**src/rtl/regfile_pkg.sv**
```systemverilog
// Shared types and constants for the 8x16 register file write-back path.
package regfile_pkg;

  localparam int unsigned NUM_REGS       = 8;
  localparam int unsigned ADDR_W         = 3;
  localparam int unsigned DATA_W         = 16;
  localparam int unsigned FIRST_WRITABLE = 4;

  typedef struct packed {
    logic [ADDR_W-1:0] dest;
    logic [DATA_W-1:0] data;
  } wb_entry_t;

endpackage

```
**src/rtl/wb_fifo.sv**
```systemverilog
// Dual-push / dual-pop in-order FIFO of write-back entries.
// Pushes land at wr_ptr then wr_ptr+1; pops retire head then head+1.
module wb_fifo #(
  parameter int unsigned DEPTH = 4
) (
  input  logic                               clk_i,
  input  logic                               rst_ni,
  input  logic [1:0]                         push_cnt_i,
  input  regfile_pkg::wb_entry_t             push0_i,
  input  regfile_pkg::wb_entry_t             push1_i,
  input  logic [1:0]                         pop_cnt_i,
  output logic [$clog2(DEPTH):0]             count_o,
  output regfile_pkg::wb_entry_t             head_o,
  output regfile_pkg::wb_entry_t             head1_o,
  output regfile_pkg::wb_entry_t [DEPTH-1:0] entries_o,
  output logic [DEPTH-1:0]                   valid_o
);
  import regfile_pkg::*;

  localparam int unsigned PW = $clog2(DEPTH);
  localparam int unsigned CW = PW + 1;

  logic [PW-1:0]           wr_ptr_q, wr_ptr_d, rd_ptr_q, rd_ptr_d;
  logic [PW-1:0]           wr_ptr1, rd_ptr1;
  logic [CW-1:0]           count_q, count_d;
  wb_entry_t [DEPTH-1:0]   mem_q, mem_d;
  logic [DEPTH-1:0]        vld_q, vld_d;

  assign wr_ptr1   = wr_ptr_q + PW'(1);
  assign rd_ptr1   = rd_ptr_q + PW'(1);
  assign count_o   = count_q;
  assign head_o    = mem_q[rd_ptr_q];
  assign head1_o   = mem_q[rd_ptr1];
  assign entries_o = mem_q;
  assign valid_o   = vld_q;

  // Next-state storage, valid bits, pointers and occupancy.
  // Push slots are always free (caller limits pushes to free space), so
  // clearing popped slots before setting pushed ones cannot collide.
  always_comb begin
    mem_d = mem_q;
    vld_d = vld_q;
    if (pop_cnt_i >= 2'd1) vld_d[rd_ptr_q] = 1'b0;
    if (pop_cnt_i == 2'd2) vld_d[rd_ptr1]  = 1'b0;
    if (push_cnt_i >= 2'd1) begin
      mem_d[wr_ptr_q] = push0_i;
      vld_d[wr_ptr_q] = 1'b1;
    end
    if (push_cnt_i == 2'd2) begin
      mem_d[wr_ptr1] = push1_i;
      vld_d[wr_ptr1] = 1'b1;
    end
    wr_ptr_d = wr_ptr_q + PW'(push_cnt_i);
    rd_ptr_d = rd_ptr_q + PW'(pop_cnt_i);
    count_d  = count_q + CW'(push_cnt_i) - CW'(pop_cnt_i);
  end

  // FIFO state registers.
  always_ff @(posedge clk_i or negedge rst_ni) begin
    if (!rst_ni) begin
      mem_q    <= '0;
      vld_q    <= '0;
      wr_ptr_q <= '0;
      rd_ptr_q <= '0;
      count_q  <= '0;
    end else begin
      mem_q    <= mem_d;
      vld_q    <= vld_d;
      wr_ptr_q <= wr_ptr_d;
      rd_ptr_q <= rd_ptr_d;
      count_q  <= count_d;
    end
  end

endmodule

```
**src/rtl/regfile_wb_ctrl.sv**
```systemverilog
// Write-back controller: buffers up to two execute results per cycle and
// drains them onto the register file's two write ports, exporting a
// pending-destination scoreboard for RAW stalls in decode.
module regfile_wb_ctrl #(
  parameter int unsigned DEPTH  = 4,
  parameter int unsigned DATA_W = regfile_pkg::DATA_W,
  parameter int unsigned ADDR_W = regfile_pkg::ADDR_W
) (
  input  logic              Clk,
  input  logic              Rst_n,
  input  logic              Res0Valid,
  input  logic [ADDR_W-1:0] Res0Dest,
  input  logic [DATA_W-1:0] Res0Data,
  output logic              Res0Ready,
  input  logic              Res1Valid,
  input  logic [ADDR_W-1:0] Res1Dest,
  input  logic [DATA_W-1:0] Res1Data,
  output logic              Res1Ready,
  input  logic              PortAFree,
  output logic [ADDR_W-1:0] DestReg,
  output logic [DATA_W-1:0] WriteData,
  output logic              reg_Write,
  output logic [ADDR_W-1:0] Wr1Addr,
  output logic [DATA_W-1:0] WriteData1,
  output logic              reg_Write1,
  output logic [7:0]        Pending,
  output logic              DropErr
);
  import regfile_pkg::*;

  localparam int unsigned CW = $clog2(DEPTH) + 1;

  logic [CW-1:0]         count;
  wb_entry_t             head, head1;
  wb_entry_t [DEPTH-1:0] entries;
  logic [DEPTH-1:0]      valid;

  logic                  acc0, acc1, keep0, keep1;
  logic [1:0]            push_cnt, pop_cnt;
  wb_entry_t             e0, e1, push0, push1;
  logic                  wr0_d, wr1_d, drop_d;

  logic [ADDR_W-1:0]     DestReg_q, Wr1Addr_q;
  logic [DATA_W-1:0]     WriteData_q, WriteData1_q;
  logic                  reg_Write_q, reg_Write1_q, DropErr_q;
  logic [7:0]            pend;

  // Ready depends only on start-of-cycle occupancy, never on this cycle's pops.
  assign Res0Ready = (count < CW'(DEPTH));
  assign Res1Ready = (count <= CW'(DEPTH - 2));

  assign acc0  = Res0Valid & Res0Ready;
  assign acc1  = Res1Valid & Res1Ready;
  assign keep0 = acc0 && (Res0Dest >= ADDR_W'(FIRST_WRITABLE));
  assign keep1 = acc1 && (Res1Dest >= ADDR_W'(FIRST_WRITABLE));
  assign e0    = '{dest: Res0Dest, data: Res0Data};
  assign e1    = '{dest: Res1Dest, data: Res1Data};

  // Compact surviving results so a lone channel-1 result takes the first slot.
  always_comb begin
    push0    = keep0 ? e0 : e1;
    push1    = e1;
    push_cnt = {1'b0, keep0} + {1'b0, keep1};
    drop_d   = (acc0 && !keep0) || (acc1 && !keep1);
  end

  // Drain decision: head to port 0, head+1 to port 1 when port A is free and
  // the two destinations differ (same-dest pairs serialise so the younger wins).
  always_comb begin
    wr0_d   = (count >= CW'(1));
    wr1_d   = (count >= CW'(2)) && PortAFree && (head1.dest != head.dest);
    pop_cnt = wr1_d ? 2'd2 : (wr0_d ? 2'd1 : 2'd0);
  end

  wb_fifo #(.DEPTH(DEPTH)) u_fifo (
    .clk_i      (Clk),
    .rst_ni     (Rst_n),
    .push_cnt_i (push_cnt),
    .push0_i    (push0),
    .push1_i    (push1),
    .pop_cnt_i  (pop_cnt),
    .count_o    (count),
    .head_o     (head),
    .head1_o    (head1),
    .entries_o  (entries),
    .valid_o    (valid)
  );

  // Output staging: enables reload every cycle, address/data hold when idle.
  always_ff @(posedge Clk or negedge Rst_n) begin
    if (!Rst_n) begin
      reg_Write_q  <= 1'b0;
      reg_Write1_q <= 1'b0;
      DestReg_q    <= '0;
      WriteData_q  <= '0;
      Wr1Addr_q    <= '0;
      WriteData1_q <= '0;
      DropErr_q    <= 1'b0;
    end else begin
      reg_Write_q  <= wr0_d;
      reg_Write1_q <= wr1_d;
      DropErr_q    <= drop_d;
      if (wr0_d) begin
        DestReg_q   <= head.dest;
        WriteData_q <= head.data;
      end
      if (wr1_d) begin
        Wr1Addr_q    <= head1.dest;
        WriteData1_q <= head1.data;
      end
    end
  end

  // Scoreboard: any queued entry or staged write marks its destination busy.
  always_comb begin
    pend = '0;
    for (int unsigned i = 0; i < DEPTH; i++) begin
      if (valid[i]) pend[entries[i].dest] = 1'b1;
    end
    if (reg_Write_q)  pend[DestReg_q] = 1'b1;
    if (reg_Write1_q) pend[Wr1Addr_q] = 1'b1;
    pend[FIRST_WRITABLE-1:0] = '0;
  end

  assign DestReg    = DestReg_q;
  assign WriteData  = WriteData_q;
  assign reg_Write  = reg_Write_q;
  assign Wr1Addr    = Wr1Addr_q;
  assign WriteData1 = WriteData1_q;
  assign reg_Write1 = reg_Write1_q;
  assign Pending    = pend;
  assign DropErr    = DropErr_q;

endmodule

```
**config.mk**
```make
export PLATFORM = sky130hd
export DESIGN_NAME = regfile_wb_ctrl
export DESIGN_NICKNAME = d
export VERILOG_FILES = /design/src/rtl/regfile_pkg.sv /design/src/rtl/wb_fifo.sv /design/src/rtl/regfile_wb_ctrl.sv
export SDC_FILE = /design/constraint.sdc
export NUM_CORES = 1
export LEC_CHECK = 0
export ABC_AREA = 0
export BUFFER_PORTS_ARGS = -buffer_cell sky130_fd_sc_hd__buf_2
export CAP_MARGIN = 20
export CORE_MARGIN = 1.5
export CORE_UTILIZATION = 55
export DETAILED_ROUTE_END_ITERATION = 8
export GPL_ROUTABILITY_DRIVEN = 0
export GPL_TIMING_DRIVEN = 0
export PLACE_DENSITY = 0.76
export SYNTH_ARGS = -nofsm -noshare
export SYNTH_HDL_FRONTEND = slang
export SYNTH_SLANG_ARGS = --single-unit
```
**constraint.sdc**
```tcl
create_clock -name Clk -period 4.9 [get_ports Clk]
set_input_delay 0 -clock Clk [delete_from_list [all_inputs] [get_ports Clk]]
set_output_delay 0 -clock Clk [all_outputs]
set_load 0.02 [all_outputs]
```
# Word level (Yosys, flattened, before mapping)
# Index checks and enable logic that the tools add are counted.
# W data, S select, Z words.
# op_classes
add_sub_neg,7
n_mul,0
n_div,0
n_lt_le_gt_ge,28
n_eq_ne,3
shifts,0
mux,45
bitwise,13
n_reduce_logical,19
# op_table
cell,n
$bwmux W76,2
$mux W76,2
$mux W19,5
$bmux W19 S2,2
$demux W19 S2,2
$mux W8,6
$or A8 B8 Y8,5
$lt A3 B4 Y1 const B,6
$ge A3 B1 Y1 const B,7
$demux W1 S3,6
$logic_and A1 B1 Y1,16
$mux W4,4
$ge A2 B1 Y1 const B,6
$lt A2 B3 Y1 const B,4
$mux W1,11
$and A4 B4 Y4,2
$demux W1 S2,4
$not A4 Y4,2
$or A4 B4 Y4,2
$ge A3 B3 Y1 const B,2
$add A2 B1 Y2 const B,2
$add A2 B2 Y2,2
$eq A2 B2 Y1 const B,2
$add A3 B2 Y3,1
10 further kinds,12
# word_totals
regBits,128
latchBits,0
mem_bits_rw,0
mem_bits_ro,0
input_bits,43
output_inout_bits,51
wordCells,134
mem_count,0

# Longest topological paths before layout
# Gate-level depths: netlist (run 1).
# logic_depth
word_depth,15
depth_mapped,17

# Cells and area by module
# Synthesis (run 1) repeated with hierarchy kept, for this count alone.
# hier_totals
cells_unflattened,680
area_unflattened_um2,7363.3
# by_module_without_submodules
mod,n_inst,cells_each,area_each_um2,seq_area_each_um2
wb_fifo,1,510,5178.7,2177.1
regfile_wb_ctrl,1,170,2184.6,1026.0

# Worst setup path after synthesis (run 1)
# No wires, ideal clock.
# synth_path
path_type,register to register
startpoint,register u_fifo.rd_ptr_q[1]
endpoint,"register u_fifo.count_q[2], in the netlist u_fifo.count_o[2]"
setup_ns,0.129
t_arrival_ns,3.841
required_ns,4.771
path_slack_ns,0.930
path_stages_with_launch,18
n_path_buf,4
synth_period_minus_slack_ns,3.970
path_cell_list,dfrtp_1 -> buf_2 -> buf_1 -> inv_1 -> ha_1 -> clkbuf_1 -> mux4_2 -> xnor2_2 -> a31oi_4 -> buf_6 -> a31oi_1 -> ha_1 -> inv_1 -> ha_1 -> inv_1 -> fa_1 -> xnor2_1 -> xnor2_1
# synth_between
elab_chain_len,7
# synth_lines
element,line_no,rtl
start: declaration,wb_fifo.sv:23,"logic [PW-1:0] wr_ptr_q, wr_ptr_d, rd_ptr_q, rd_ptr_d;"
start signal: assignment,wb_fifo.sv:70,rd_ptr_q <= rd_ptr_d;
$add A2 B1 Y2,wb_fifo.sv:30,assign rd_ptr1 = rd_ptr_q + PW'(1);
$bmux W19 S2,wb_fifo.sv:33,assign head1_o = mem_q[rd_ptr1];
$mux W19 (implied by the code),wb_fifo.sv:33,
$ne A3 B3 Y1 *,regfile_wb_ctrl.sv:71,wr1_d = (count >= CW'(2)) && PortAFree && (head1.dest != head.dest);
$logic_and A1 B1 Y1 *,regfile_wb_ctrl.sv:71,
named net wr1_d,regfile_wb_ctrl.sv:41,"logic wr0_d, wr1_d, drop_d;"
$mux W2 *,regfile_wb_ctrl.sv:72,pop_cnt = wr1_d ? 2'd2 : (wr0_d ? 2'd1 : 2'd0);
$sub A3 B2 Y3 *,wb_fifo.sv:55,count_d = count_q + CW'(push_cnt_i) - CW'(pop_cnt_i);
named net u_fifo.count_d[2],wb_fifo.sv:25,"logic [CW-1:0] count_q, count_d;"
end signal: assignment,wb_fifo.sv:71,count_q <= count_d;
end: declaration,wb_fifo.sv:25,
# Mark *: on every way through the listed nets, which the timed path passes. The rest lies on a longest branch. The select of a mux whose other input is x is not followed.
# A chain may end at the register's enable or synchronous reset.

# Worst setup path in the final report (run 1)
# layout_path
startpoint,register u_fifo.rd_ptr_q[0]
endpoint,"register u_fifo.count_q[2], in the netlist u_fifo.count_o[2]"
# The elaborated chain is that of the path after synthesis.

==> reports/metrics.cfg, run 1 <==
[cells_and_area]
mostFrequentLayoutCells = dfrtp_1 (128), buf_2 (98), dlygate4sd3_1 (59), a21oi_1 (46)
post-route-cell-area_um2 = 8590
final_layout_size_suffix_gt1_frac = 0.357
final_common_cell = dfrtp_1
diodes = 0
layout.nets = 763
area_delta_synth_final_pct = 27.5
nFillCells = 805
stdcell_count = 867

[logic_synthesis]
synth_edf_count = 0
yosys.area.top_type_share = 0.476
async_flop_share = 1.00
seq_area_frac_synth = 0.476
synth_seq_cells = 128
yosysUniqueCellTypes = 51
yosys_warnings = 0
avgSynthCellArea_um2 = 12.6
synth_area_leader_cell = dfrtp_1
synthTopCellsByArea = dfrtp_1 (48%), mux4_2 (13%), o221a_2 (6.2%)
synthCells = 536
synth_ff_type = dfrtp_1
syn_area_um2 = 6740

[power]
ir_drop_mv = 0.421
p_sw_frac = 0.379
leakage_nw = 3.71
combPwrFrac = 0.524
intPower_mw = 4.32
power.density_nw_per_um2 = 810
p_clk_frac = 0.176
pwr-share-seq = 0.300
power_switching_mw = 2.64

[critical_path]
reg2reg_to = u_fifo.count_o[2]$_DFF_PN0_
required_ns = 5.24
critPathMaxFanout = 11
end_kind = flip-flop
cp-start-kind = flip-flop
slowest_delay_ns = 0.66
crit_chain = buf_6, buf_2, inv_1, ha_1, mux4_2, xnor2_2, a31oi_4, buf_6, a31oi_1, ha_1, inv_1, ha_1, inv_1, fa_1, xnor2_1, xnor2_1
cp_num_buf_inv = 6
worstPathArrival_ns = 4.82
reg2reg_from = u_fifo.rd_ptr_q[0]$_DFF_PN0_
cp_slowest_cell = ha_1
cp_top_family = adder cells
r2r_cells = 16
path_class = flip-flop to flip-flop
r2r_slack_ns = 0.42

[timing]
layout_min_cycle_time_ns = 4.48
setup_viol = 0
grt_setup_unrepaired = false
slew_violations = 0
relSlewSlack = 0.366
period_share = 0.914
finalHoldViolations = 0
tightest_slew_ns = 0.951
max_freq_ghz = 0.223
fin_skew_ns = 0.00635

[global_routing]
overflow = 0
grt_pass1_wl_um = 30100
grt_pass1_vias = 5838
track_usage = 0.309
antenna_found_initial = 0
grt_max_degree = 86

[job]
cap_violations = 0

[placement]
port_buffers = 89
dp_cells = 777
placedInstanceArea_um2 = 7420
place_hpwl_um = 12200

[clock_tree]
clockBufferDepth = 2
numCtsBuffers = 17
cts_root_buf = clkbuf_16
cts.sinks = 128
cts_tree = built
post_cts_buffers = 0
htree_levels = 4
clkTransAtPathRegs_ns = 0.05
clk_latency_ns = 0.42

[die]
die_w_um = 114
coreArea_um2 = 12000
row_count = 40
die_h_um = 114
start_util = 0.563
dieArea_um2 = 12900
pin_count = 94

[detailed_routing]
firstDrtPassIters = 7
drt_iter0_drc = 651
via_per_inst = 6.47
num_vias = 5611
postRouteAntennaNets = 0
totalWireLength_um = 19100
wl_per_cell_um = 22.0
drcViolationCount = 0

[worst_hold_path]
whs_path_depth = 3
hold_end = u_fifo.valid_o[3]$_DFF_PN0_
min_path_type = input port to flip-flop
hold_path.startpoint = PortAFree

[run_status]
outcome = finished clean

[how the worst max path moves through the flow]
stage / startpoint / to / slack (ns) / cells after the start
3_5_place_dp: u_fifo.rd_ptr_q[1]$_DFF_PN0_ / u_fifo.count_o[2]$_DFF_PN0_ / -0.04 / 17
5_1_grt: u_fifo.rd_ptr_q[0]$_DFF_PN0_ / u_fifo.count_o[2]$_DFF_PN0_ / 0.13 / 16
2_1_floorplan: u_fifo.rd_ptr_q[1]$_DFF_PN0_ / u_fifo.count_o[2]$_DFF_PN0_ / 0.93 / 17
6_report: u_fifo.rd_ptr_q[0]$_DFF_PN0_ / u_fifo.count_o[2]$_DFF_PN0_ / 0.42 / 16
3_3_place_gp: u_fifo.rd_ptr_q[1]$_DFF_PN0_ / u_fifo.count_o[2]$_DFF_PN0_ / -0.06 / 17
4_1_cts: u_fifo.rd_ptr_q[0]$_DFF_PN0_ / u_fifo.count_o[2]$_DFF_PN0_ / 0.26 / 17
[timing repair]
item,4_1_cts,5_1_grt
endpoints found under the hold margin,205,0
endpoints found under the setup margin,1,1
resized for setup,0,0
hold buffers,59,0
[cell type report]
| cell class | instances | area (um^2) | area share |
|---|---|---|---|
| Clock inverter | 9 | 81.3 | 0.00947 |
| Inverter | 38 | 143 | 0.0166 |
| Multi-Input combinational cell | 334 | 3200 | 0.373 |
| Tap cell | 147 | 184 | 0.0214 |
| Buffer | 37 | 189 | 0.0220 |
| Timing Repair Buffer | 151 | 1080 | 0.126 |
| Sequential cell | 128 | 3200 | 0.373 |
| Clock buffer | 23 | 498 | 0.0580 |
[per-layer routing]
layer / share of wire / up-vias / track usage / wire [um]
met5: 0 / - / 0 / 0
met4: 0.042 / 0 / 0.162 / 805
met3: 0.092 / 88 / 0.0765 / 1760
met2: 0.49 / 383 / 0.491 / 9280
met1: 0.38 / 2778 / 0.395 / 7250
li1: - / 2362 / - / -
[state kept, by name, indices dropped and copies added (netlist names)]
signal	cells
reg_Write	1
u_fifo.count_o	3
u_fifo.valid_o	4
u_fifo.entries_o	76
reg_Write1	1
u_fifo.wr_ptr_q	2
DropErr	1
Wr1Addr	3
WriteData	16
DestReg	3
u_fifo.rd_ptr_q	2
WriteData1	16
[worst min-delay path: stages]
cell     delay [ns]
buf_2          0.09
o21a_1         0.18
a41oi_1        0.13
[synth_stat cells (2+ instances only)]
| cell | instances |
|---|---|
| nand2b_1 | 36 |
| xnor2_1 | 6 |
| mux2_1 | 2 |
| o21ai_0 | 3 |
| mux2_4 | 17 |
| o22a_1 | 2 |
| a21o_1 | 2 |
| nand3b_1 | 2 |
| nand2_1 | 15 |
| a21oi_1 | 46 |
| buf_1 | 4 |
| o221a_2 | 37 |
| clkbuf_1 | 18 |
| nor2_1 | 9 |
| a31oi_1 | 2 |
| xnor2_2 | 3 |
| or3_1 | 3 |
| buf_6 | 3 |
| and3b_1 | 2 |
| dfrtp_1 | 128 |
| nor2b_1 | 2 |
| fa_1 | 2 |
| mux4_2 | 38 |
| nand3_1 | 11 |
| o22ai_1 | 38 |
| buf_2 | 10 |
| ha_1 | 11 |
| nor3_1 | 4 |
| inv_1 | 37 |
| mux2_2 | 18 |
| buf_4 | 4 |
| o221ai_1 | 2 |
[per-stage QoR]
stage / hold WS [ns] / util / TNS (ns) / worst slack [ns] / power [mW]
2_1_floorplan: -0.296 / - / 0 / 0.930 / 4.61
3_3_place_gp: 0.263 / 0.617 / -0.0587 / -0.0587 / 5.36
3_5_place_dp: -0.0466 / 0.620 / -0.0400 / -0.0400 / 5.50
4_1_cts: 0.0301 / 0.718 / 0 / 0.259 / 6.89
5_1_grt: 0.0818 / 0.718 / 0 / 0.132 / 7.31
6_report: 0.0369 / 0.718 / 0 / 0.421 / 6.96
[power by group through the flow]
stage	clock, mW	combinational [mW]	sequential (mW)
final	1.23	3.64	2.09
after floorplan	0	2.47	2.14
after global routing	1.27	3.89	2.15
after CTS	1.23	3.61	2.06
after global placement	0	3.34	2.02
after detailed placement	0	3.44	2.07
[cells by family after synthesis]
family | after synthesis | synth area share
AOI/OAI and AO/OA | 145 | 0.162
muxes | 75 | 0.198
adders and majority gates | 13 | 0.0264
DFF | 128 | 0.476
buffers and inverters | 77 | 0.0503
and+or+nand+nor | 88 | 0.0715
xor gates and xnor gates | 9 | 0.0150
other | 1 | 0.000557
Note: power is estimated with default switching activity, not from simulation.
==> run 2: changes to the inputs <==
==> constraint.sdc (replaced) <==
create_clock -name Clk -period 4.46 [get_ports Clk]
set_input_delay 0 -clock Clk [delete_from_list [all_inputs] [get_ports Clk]]
set_output_delay 0 -clock Clk [all_outputs]
set_load 0.02 [all_outputs]
==> run 2 against run 1 <==
Die area did not move. Highest routed layer unchanged. Clock-buffer cell count did not move. Sequential power rose by 9.6%.
==> reports/metrics.cfg, run 2 (same netlist as run 1, synthesis figures left out) <==
[cells_and_area]
diodes = 0  ; unchanged
stdcell_count = 867  ; unchanged
layout.nets = 763  ; unchanged
multi_input_area_um2 = 3210  ; was 3200 um^2
post-route-cell-area_um2 = 8590  ; about the same
nFillCells = 802  ; was 805
largest_register_ffs = 76  ; unchanged
fin_util = 0.718  ; about the same
final_common_cell = dfrtp_1  ; unchanged
seqCellArea_um2 = 3200  ; about the same
mostFrequentLayoutCells = dfrtp_1 (127), buf_2 (97), dlygate4sd3_1 (59), a21oi_1 (46)  ; was dfrtp_1 (128), buf_2 (98), dlygate4sd3_1 (59), a21oi_1 (46)
area_delta_synth_final_pct = 27.6  ; was 27.5%
final_layout_size_suffix_gt1_frac = 0.360  ; was 0.357

[critical_path]
required_ns = 4.80  ; was 5.24 ns
cp_top_family = adder cells  ; unchanged
path_class = flip-flop to flip-flop  ; unchanged
cp.depth = 15  ; was 16
reg2reg_to = u_fifo.count_o[2]$_DFF_PN0_  ; unchanged
worstPathArrival_ns = 4.57  ; was 4.82 ns
reg2reg_from = u_fifo.rd_ptr_q[1]$_DFF_PN0_  ; was u_fifo.rd_ptr_q[0]$_DFF_PN0_
r2r_cells = 15  ; was 16
slowest_delay_ns = 0.56  ; was 0.66 ns
critPathMaxFanout = 19  ; was 11
cp_slowest_cell = buf_2  ; was ha_1
cp_num_buf_inv = 5  ; was 6
critPathLaunch = u_fifo.rd_ptr_q[1]$_DFF_PN0_  ; was u_fifo.rd_ptr_q[0]$_DFF_PN0_
end_kind = flip-flop  ; unchanged
crit_end = u_fifo.count_o[2]$_DFF_PN0_  ; unchanged
crit_chain = buf_2, inv_1, ha_2, mux4_2, xnor2_2, a31oi_4, buf_6, a31oi_1, ha_1, inv_1, ha_1, inv_1, fa_1, xnor2_1, xnor2_1  ; was buf_6, buf_2, inv_1, ha_1, mux4_2, xnor2_2, a31oi_4, buf_6, a31oi_1, ha_1, inv_1, ha_1, inv_1, fa_1, xnor2_1, xnor2_1
crit_top_cell = inv_1
r2r_slack_ns = 0.23  ; was 0.42 ns
cp-start-kind = flip-flop  ; unchanged

[placement]
port_buffers = 89  ; unchanged
place_hpwl_um = 12200  ; unchanged
dp_cells = 777  ; unchanged
placedInstanceArea_um2 = 7420  ; unchanged

[timing]
setup_viol = 0  ; unchanged
relSlewSlack = 0.383  ; was 0.366
layout_min_cycle_time_ns = 4.23  ; was 4.48 ns
period_share = 0.948  ; was 0.914
grt_setup_unrepaired = false  ; unchanged
fin_skew_ns = 0.00639  ; was 0.00635 ns
max_freq_ghz = 0.237  ; was 0.223 GHz
tightest_slew_ns = 0.926  ; was 0.951 ns
fin_hold_ws_ns = 0.0367  ; was 0.0369 ns
finalHoldViolations = 0  ; unchanged
slew_violations = 0  ; unchanged

[detailed_routing]
wl_met1_um = 7240  ; was 7250 um
top_layer_used = met4  ; unchanged
dr_wl_met3_um = 1760  ; about the same
num_vias = 5566  ; was 5611
via_per_inst = 6.42  ; was 6.47
postRouteAntennaNets = 0  ; unchanged
wl_met2_um = 9260  ; was 9280 um
drcViolationCount = 0  ; unchanged
totalWireLength_um = 19100  ; about the same
firstDrtPassIters = 5  ; was 7
wl_per_cell_um = 22.0  ; about the same
drt_iter0_drc = 638  ; was 651

[die]
dieArea_um2 = 12900  ; unchanged
pin_count = 94  ; unchanged
start_util = 0.563  ; unchanged
die_h_um = 114  ; unchanged
coreArea_um2 = 12000  ; unchanged
die_w_um = 114  ; unchanged
row_count = 40  ; unchanged

[power]
p_sw_frac = 0.378  ; was 0.379
ir_drop_mv = 0.464  ; was 0.421 mV
combPwrFrac = 0.524  ; about the same
power.density_nw_per_um2 = 890  ; was 810 nW/um^2
pwr-share-seq = 0.300  ; about the same
total_power_mw = 7.65  ; was 6.96 mW
intPower_mw = 4.75  ; was 4.32 mW
p_clk_frac = 0.176  ; about the same
power_switching_mw = 2.89  ; was 2.64 mW
leakage_nw = 3.71  ; about the same

[clock_tree]
htree_levels = 4  ; unchanged
clockBufferDepth = 2  ; unchanged
cts_tree = built  ; unchanged
clk_latency_ns = 0.42  ; about the same
post_cts_buffers = 0  ; unchanged
numCtsBuffers = 17  ; unchanged
cts_root_buf = clkbuf_16  ; unchanged
clkTransAtPathRegs_ns = 0.05  ; about the same
cts.sinks = 128  ; unchanged

[global_routing]
grt_pass1_vias = 5837  ; was 5838
track_usage = 0.309  ; about the same
overflow = 0  ; unchanged
grt_max_degree = 86  ; unchanged
grt_pass1_wl_um = 30100  ; about the same
antenna_found_initial = 0  ; unchanged

[worst_hold_path]
min_path_type = input port to flip-flop  ; unchanged

[run_status]
outcome = finished clean  ; unchanged

[job]
cap_violations = 0  ; unchanged

[run 2: cell types whose count changed in the layout (fill, tap and decap cells not counted), sizes merged]
cell	before	now
clkbuf	40	41
buf	112	111
[run 2: timing repair]
item,CTS,global route
setup endpoints to repair,2,2
hold buffers,59,0
hold endpoints to repair,205,0
gates resized for setup,0,3
[run 2: metrics by stage]
stage                     TNS (ns)  setup slack [ns]
after detailed placement    -0.819            -0.480
after CTS                        0            0.0254
final                            0             0.233
after global routing             0            0.0458
after global placement      -0.844            -0.499
after floorplan                  0             0.490
[run 2: layout make-up]
class                           instances  share of cell area
Multi-Input combinational cell        334               0.373
Buffer                                 37              0.0223
Clock buffer                           23              0.0579
Timing Repair Buffer                  151               0.126
Tap cell                              147              0.0214
Clock inverter                          9             0.00946
Inverter                               38              0.0166
Sequential cell                       128               0.373
[run 2: worst min path at each step]
stage,startpoint,end,slack (ns),cells after the start
after global placement,Res0Valid,DropErr$_DFF_PN0_,0.26,3
after detailed placement,Rst_n,WriteData1[12]$_DFFE_PN0P_,-0.05,1
after CTS,PortAFree,u_fifo.valid_o[3]$_DFF_PN0_,0.03,3
after floorplan,Rst_n,DestReg[0]$_DFFE_PN0N_,-0.30,0
after global routing,PortAFree,u_fifo.valid_o[3]$_DFF_PN0_,0.08,3
final,PortAFree,u_fifo.valid_o[3]$_DFF_PN0_,0.04,3
[run 2: worst reg2reg max path: stages, from the launching register on]
cell and delay (ns):
dfrtp_1 0.45, buf_2 0.56, inv_1 0.15, ha_2 0.55, mux4_2 0.40, xnor2_2 0.26, a31oi_4 0.18, buf_6 0.21
a31oi_1 0.21, ha_1 0.28, inv_1 0.06, ha_1 0.13, inv_1 0.05, fa_1 0.37, xnor2_1 0.18, xnor2_1 0.13
[run 2: power groups by stage]
stage | combinational [mW] | clock, mW | sequential, mW
after floorplan | 2.71 | 0 | 2.35
after global placement | 3.67 | 0 | 2.22
after detailed placement | 3.77 | 0 | 2.27
after CTS | 3.96 | 1.35 | 2.27
after global routing | 4.28 | 1.40 | 2.36
final | 4.01 | 1.35 | 2.29
[run 2: per-layer routing]
metal | GRT usage | up-vias
met5 | 0 | -
met4 | 0.162 | 0
met3 | 0.0765 | 81
met2 | 0.491 | 367
met1 | 0.394 | 2759
li1 | - | 2359
